==> src/rtl/v_instr_queue_if.sv <==
// Handshake bundle between the scalar-core feed, the vector instruction queue and v_sequencer.
// The slave modport is the queue side; the master modport is the core/sequencer side.
interface v_instr_queue_if #(
  parameter int DEPTH = 4
);
  localparam int CW = $clog2(DEPTH) + 1;

  logic          in_valid;
  logic          in_ready;
  logic [31:0]   in_instr;
  logic          out_valid;
  logic          out_ready;
  logic [5:0]    out_funct6;
  logic          out_vm;
  logic [4:0]    out_vs2;
  logic [4:0]    out_vs1;
  logic [2:0]    out_funct3;
  logic [4:0]    out_vd;
  logic [CW-1:0] count;
  logic          full;
  logic          empty;
  logic          illegal;

  modport master (
    output in_valid, in_instr, out_ready,
    input  in_ready, out_valid, out_funct6, out_vm, out_vs2, out_vs1, out_funct3, out_vd,
           count, full, empty, illegal
  );

  modport slave (
    input  in_valid, in_instr, out_ready,
    output in_ready, out_valid, out_funct6, out_vm, out_vs2, out_vs1, out_funct3, out_vd,
           count, full, empty, illegal
  );
endinterface

==> src/rtl/v_instr_queue.sv <==
// In-order RVV instruction FIFO with OP-V filtering and field pre-decode for v_sequencer.
// Optional V_IQ_BYPASS_EN: an empty queue forwards a legal incoming word in the same cycle.
module v_instr_queue #(
  parameter int         DEPTH    = 4,
  parameter logic [6:0] OPV_CODE = 7'b1010111
) (
  input logic clk,
  input logic rst,
  input logic flush,
  v_instr_queue_if.slave bus
);
  localparam int CW = $clog2(DEPTH) + 1;
  localparam int PW = $clog2(DEPTH);

  typedef struct packed {
    logic [5:0] funct6;
    logic       vm;
    logic [4:0] vs2;
    logic [4:0] vs1;
    logic [2:0] funct3;
    logic [4:0] vd;
  } entry_t;

  entry_t [DEPTH-1:0] mem_q, mem_d;
  logic [PW-1:0]      wr_ptr_q, wr_ptr_d;
  logic [PW-1:0]      rd_ptr_q, rd_ptr_d;
  logic [CW-1:0]      count_q, count_d;
  logic               illegal_q, illegal_d;

  logic   empty, full, opv, accept, push, pop, wr_en, byp;
  entry_t in_entry, head;

  assign in_entry = entry_t'(bus.in_instr[31:7]);
  assign opv      = (bus.in_instr[6:0] == OPV_CODE);
  assign empty    = (count_q == '0);
  assign full     = (count_q == CW'(DEPTH));

`ifdef V_IQ_BYPASS_EN
  assign byp = empty & bus.in_valid & opv;
`else
  assign byp = 1'b0;
`endif

  assign pop          = !empty & bus.out_ready;
  assign bus.in_ready = !full | pop;
  assign accept       = bus.in_valid & bus.in_ready;
  assign push         = accept & opv;
  // A bypassed word that the sequencer takes immediately never occupies a slot.
  assign wr_en        = push & !(byp & bus.out_ready);
  assign head         = byp ? in_entry : mem_q[rd_ptr_q];

  always_comb begin
    mem_d     = mem_q;
    wr_ptr_d  = wr_ptr_q;
    rd_ptr_d  = rd_ptr_q;
    count_d   = count_q;
    illegal_d = accept & !opv;
    if (flush) begin
      wr_ptr_d  = '0;
      rd_ptr_d  = '0;
      count_d   = '0;
      illegal_d = 1'b0;
    end else begin
      if (wr_en) begin
        mem_d[wr_ptr_q] = in_entry;
        wr_ptr_d        = wr_ptr_q + PW'(1);
      end
      if (pop) rd_ptr_d = rd_ptr_q + PW'(1);
      count_d = count_q + CW'(wr_en) - CW'(pop);
    end
  end

  always_ff @(posedge clk) begin
    if (rst) begin
      mem_q     <= '0;
      wr_ptr_q  <= '0;
      rd_ptr_q  <= '0;
      count_q   <= '0;
      illegal_q <= 1'b0;
    end else begin
      mem_q     <= mem_d;
      wr_ptr_q  <= wr_ptr_d;
      rd_ptr_q  <= rd_ptr_d;
      count_q   <= count_d;
      illegal_q <= illegal_d;
    end
  end

  assign bus.out_valid  = !empty | byp;
  assign bus.out_funct6 = head.funct6;
  assign bus.out_vm     = head.vm;
  assign bus.out_vs2    = head.vs2;
  assign bus.out_vs1    = head.vs1;
  assign bus.out_funct3 = head.funct3;
  assign bus.out_vd     = head.vd;
  assign bus.count      = count_q;
  assign bus.full       = full;
  assign bus.empty      = empty;
  assign bus.illegal    = illegal_q;
endmodule

==> src/flat_wrapper.sv <==
// flat-port wrapper written by rule: the top's interface ports become plain ports
module v_instr_queue_flat 
#(
  parameter int         DEPTH    = 4,
  parameter logic [6:0] OPV_CODE = 7'b1010111
)
  (clk, rst, flush, bus_in_valid, bus_in_instr, bus_out_ready, bus_in_ready, bus_out_valid, bus_out_funct6, bus_out_vm, bus_out_vs2, bus_out_vs1, bus_out_funct3, bus_out_vd, bus_count, bus_full, bus_empty, bus_illegal);
  v_instr_queue_if #(.DEPTH(DEPTH)) bus_i ();
  input logic clk;
  input logic rst;
  input logic flush;
  input wire logic [$bits(bus_i.in_valid)-1:0] bus_in_valid;
  input wire logic [$bits(bus_i.in_instr)-1:0] bus_in_instr;
  input wire logic [$bits(bus_i.out_ready)-1:0] bus_out_ready;
  output wire logic [$bits(bus_i.in_ready)-1:0] bus_in_ready;
  output wire logic [$bits(bus_i.out_valid)-1:0] bus_out_valid;
  output wire logic [$bits(bus_i.out_funct6)-1:0] bus_out_funct6;
  output wire logic [$bits(bus_i.out_vm)-1:0] bus_out_vm;
  output wire logic [$bits(bus_i.out_vs2)-1:0] bus_out_vs2;
  output wire logic [$bits(bus_i.out_vs1)-1:0] bus_out_vs1;
  output wire logic [$bits(bus_i.out_funct3)-1:0] bus_out_funct3;
  output wire logic [$bits(bus_i.out_vd)-1:0] bus_out_vd;
  output wire logic [$bits(bus_i.count)-1:0] bus_count;
  output wire logic [$bits(bus_i.full)-1:0] bus_full;
  output wire logic [$bits(bus_i.empty)-1:0] bus_empty;
  output wire logic [$bits(bus_i.illegal)-1:0] bus_illegal;
  assign bus_i.in_valid = bus_in_valid;
  assign bus_i.in_instr = bus_in_instr;
  assign bus_i.out_ready = bus_out_ready;
  assign bus_in_ready = bus_i.in_ready;
  assign bus_out_valid = bus_i.out_valid;
  assign bus_out_funct6 = bus_i.out_funct6;
  assign bus_out_vm = bus_i.out_vm;
  assign bus_out_vs2 = bus_i.out_vs2;
  assign bus_out_vs1 = bus_i.out_vs1;
  assign bus_out_funct3 = bus_i.out_funct3;
  assign bus_out_vd = bus_i.out_vd;
  assign bus_count = bus_i.count;
  assign bus_full = bus_i.full;
  assign bus_empty = bus_i.empty;
  assign bus_illegal = bus_i.illegal;
  v_instr_queue #(.DEPTH(DEPTH), .OPV_CODE(OPV_CODE)) u_core (.clk(clk), .rst(rst), .flush(flush), .bus(bus_i));
endmodule
==> config.mk <==
export PLATFORM = sky130hd
export DESIGN_NAME = v_instr_queue_flat
export DESIGN_NICKNAME = d
export VERILOG_FILES = /design/src/rtl/v_instr_queue_if.sv /design/src/rtl/v_instr_queue.sv /design/src/flat_wrapper.sv
export SDC_FILE = /design/constraint.sdc
export NUM_CORES = 1
export LEC_CHECK = 0
export CELL_PAD_IN_SITES_DETAIL_PLACEMENT = 0
export CELL_PAD_IN_SITES_GLOBAL_PLACEMENT = 1
export CORE_MARGIN = 4
export CORE_UTILIZATION = 40
export DETAILED_ROUTE_END_ITERATION = 7
export GPL_ROUTABILITY_DRIVEN = 0
export PLACE_DENSITY = 0.76
export SETUP_SLACK_MARGIN = 0.15
export SLEW_MARGIN = 20
export SYNTH_ARGS = -nofsm -noshare
export SYNTH_HDL_FRONTEND = slang
export SYNTH_SLANG_ARGS = --single-unit
==> constraint.sdc <==
create_clock -name clk -period 2.07 [get_ports clk]
set_input_delay 0.414 -clock clk [delete_from_list [all_inputs] [get_ports clk]]
set_output_delay 0.414 -clock clk [all_outputs]
set_load 0.01 [all_outputs]
==> results by group, run 1 <==
Status
  • Status: finished clean

CTS
  • Clk buf depth: 2
  • Clk root buf: clkbuf_16
  • Hold Buf Count CTS: 0
  • Number of clock sinks: about 110
  • Worst-Skew Late Latency: 350 ps
  • CTS clock-pin slew for the worst setup and hold paths: 70 ps
  • TritonCTS Buffers: 9
  • CTS tree: built
  • # H-tree levels: 3

Critical path
  • CP Capture Type: primary output
  • Critical path arrival: 1640 ps
  • Critical path origin: u_core.rd_ptr_q[0]
  • Worst r2r src: u_core.bus.count[1]
  • Slowest CP cell: mux4_2
  • Crit path cell chain: buf_12 -> mux4_2 -> buf_6
  • Crit Path Max Fanout: 8
  • Worst Setup Start Kind: register
  • CP peak stage delay: 540 ps
  • Crit path required time: 1660 ps
  • Critical path class: register to primary output

Routing
  • DR iter-0 viols: 198
  • Pre-Repair DR Iteration Count: 4
  • Routed WL: 10.8 mm
  • Drt via density: 4.83
  • Residual DRC: 0
  • Vias: 3396
  • Remaining antenna violation count after routing: 0
  • Per-cell routed wire length: between 15 and 20 µm

Global route
  • Gr ovfl total: 0
  • Vias in the first global route: 3550
  • Largest net degree at the start of global routing: 76
  • First-pass GRT wire length: 18.1 mm
  • Initial antenna violation count: 0
  • Tot GR Track Use: 0.158

Yosys
  • Compound-Gate Fraction of Synth Area: 0.00269
  • Mapped Cells: 438
  • Flops & latches, synth: between 100 and 150
  • Sequential element share of the synthesized area: 0.423
  • Largest family of logic cells by synthesized area: multiplexers
  • Post-synthesis mux area share: 0.308
  • Avg Synthesized Cell Area: 11.7 µm²
  • Synth Area in XOR/XNOR: 0.00685
  • Synth Net Count: 482
  • Synthesized cell area: 5120 µm²
  • Distinct cells, synth: 33
  • Ys Warns: 0
  • Simple-gate share of the synthesized area: 0.198
  • Adder-cell area share of the yosys netlist: 0.0186

Layout
  • Area growth syn-to-layout: 29.6%
  • Nets: 570
  • Antenna cells: 0
  • Share of cells above drive strength 1: 0.237

Power
  • Leakage: roughly 2.9 nW
  • Max VDD drop: 0.404 mV
  • PD cells: 594 nW/µm²
  • Power, Total: 0.00394 W

STA
  • Fin crit period: between 2000 and 2500 ps
  • Max Slew Vio Count: 0
  • Setup TNS: 0 ps
  • Rel. slew slack: 0.740
  • Final Hold Fails: 0
  • Fmax: 0.486 GHz
  • Final worst path period share: 0.994
  • Max Clock Skew: 7.64 ps
  • Worst Tran Pin Value: 389 ps
  • Final setup viols: 0
  • RSZ-0062 raised after global routing: yes

Job
  • Max Cap Viol: 0

Placement
  • Port Buffers: 69
  • HPWL Detailed: 7.39 mm

Hold path
  • Hold WC Path Type: register to register
  • Hold_sp: u_core.mem_q[33]

Floorplanning
  • Die Wd: approximately 120 µm
  • Core Area: 12600 µm²
  • Die footprint: between 10000 and 15000 µm²
  • Initial cell density of the core: 0.407
  • Std-Cell Rows: 41
  • IO Pins: 70
  • Die height: 121 µm
[through the flow]
step	std cells	instance area [µm²]	utilization	setup slack, ps	hold slack (ps)
finish	703	6630	0.528	11.7	472
CTS	701	6610	0.526	-15.8	476
floorplan	438	5160	-	21.7	446
global route	703	6630	0.528	-57.2	491
detailed placement	679	6210	0.494	-222	462
global placement	679	6210	0.494	-196	455
[logic make-up (layout without fill, tap and decap cells)]
kind of cell             Yosys count  in the layout
XOR/XNOR                           4              4
multiplexers                     126            126
flip-flops                       108            108
buffers and inverters             38            131
adder cells (fa/ha/maj)            7              7
AND/OR/NAND/NOR                  153            153
AO/OA/AOI/OAI                      2              2
[cells in the mapped netlist, drive strengths merged]
library cell / n / area, µm²
nand4b: 1 / 23.8
nand2b: 126 / 788
nor3: 5 / 36.3
o31a: 1 / 8.76
and3: 1 / 7.51
dfxtp: 108 / 2160
nand2: 5 / 18.8
nor2: 2 / 7.51
mux4: 25 / 563
xor2: 1 / 8.76
nand4: 5 / 67.6
nand3: 1 / 5.00
and4: 2 / 21.3
inv: 7 / 26.3
and2: 2 / 12.5
buf: 15 / 136
clkbuf: 16 / 60.1
nor2b: 1 / 6.26
mux2i: 101 / 1010
xnor2: 3 / 26.3
or3: 1 / 6.26
o21ai: 1 / 5.00
nor3b: 1 / 12.5
fa: 1 / 20.0
ha: 6 / 75.1
[area by class of cell]
| class | instances | area (µm²) |
|---|---|---|
| Fill cell | 1102 | 5940 |
| Multi-Input combinational cell | 292 | 2770 |
| Sequential cell | 108 | 2170 |
| Timing Repair Buffer | 108 | 1160 |
| Clock buffer | 11 | 253 |
| Tap cell | 172 | 215 |
| Clock inverter | 5 | 35.0 |
| Inverter | 7 | 26.3 |
[flip-flops by register name, indices dropped and copies added (netlist names)]
| register | flops |
|---|---|
| u_core.rd_ptr_q | 2 |
| u_core.bus.count | 3 |
| u_core.bus.illegal | 1 |
| u_core.mem_q | 100 |
| u_core.wr_ptr_q | 2 |
[layout by cell type (no fill, tap or decap), types with 3 or more instances in the layout]
cell type and count:
dfxtp_1 104, nand2b_1 126, buf_4 24, mux4_2 25, clkbuf_16 9, nand2_1 5, dfxtp_4 3, clkdlybuf4s50_1 39
buf_6 30, ha_1 5, buf_12 9, inv_1 6, mux2i_1 101, nor3_1 4
[path summary, 6_finish.rpt]
kind	endpoint	slack [ps]	depth (start not counted)
min	u_core.mem_q[33]	470	2
max	bus_out_funct6[0]	10	3
min reg2reg	u_core.mem_q[33]	470	2
max reg2reg	u_core.bus.count[2]	110	8
[per-layer routing]
layer  vias up  part of all wire  track usage  routed length (µm)
li1       1682                 -            -                   -
met1      1661              0.45        0.194                4860
met2        43              0.51        0.268                5440
met3        10             0.032       0.0466                 349
met4         0             0.010       0.0475                 110
met5         -                 0            0                   0
[critical path: cells and delay by family (launching register included)]
kind / cells / cell delay (ps)
flip-flops: 1 / 430
buffers and inverters: 2 / 320
multiplexers: 1 / 540
[report_power, final]
group          leakage, nW  internal [W]  switching [W]
clock                0.142      0.000884       0.000771
sequential           0.872       0.00207    0.000000753
combinational         1.84      0.000123      0.0000843
[timing repair]
action | in CTS | in global routing
gates resized for setup | 143 | 6
endpoints found under the setup margin | 30 | 29
buffers inserted | 5 | 2
pin swaps | 3 | 4
cloned | 1 | 0
No activity file was read; power rests on OpenSTA's default activity.
==> inputs of run 2 (changes only) <==
Settings changed: CAP_MARGIN set to 20.
==> results of run 2 <==
No change in the layout: final DEF, timing and power equal those of run 1.
==> inputs of run 3 (changes only) <==
Settings changed: SLEW_MARGIN 20 to not set.
==> results of run 3 <==
No change in the layout: final DEF, timing and power equal those of run 1.
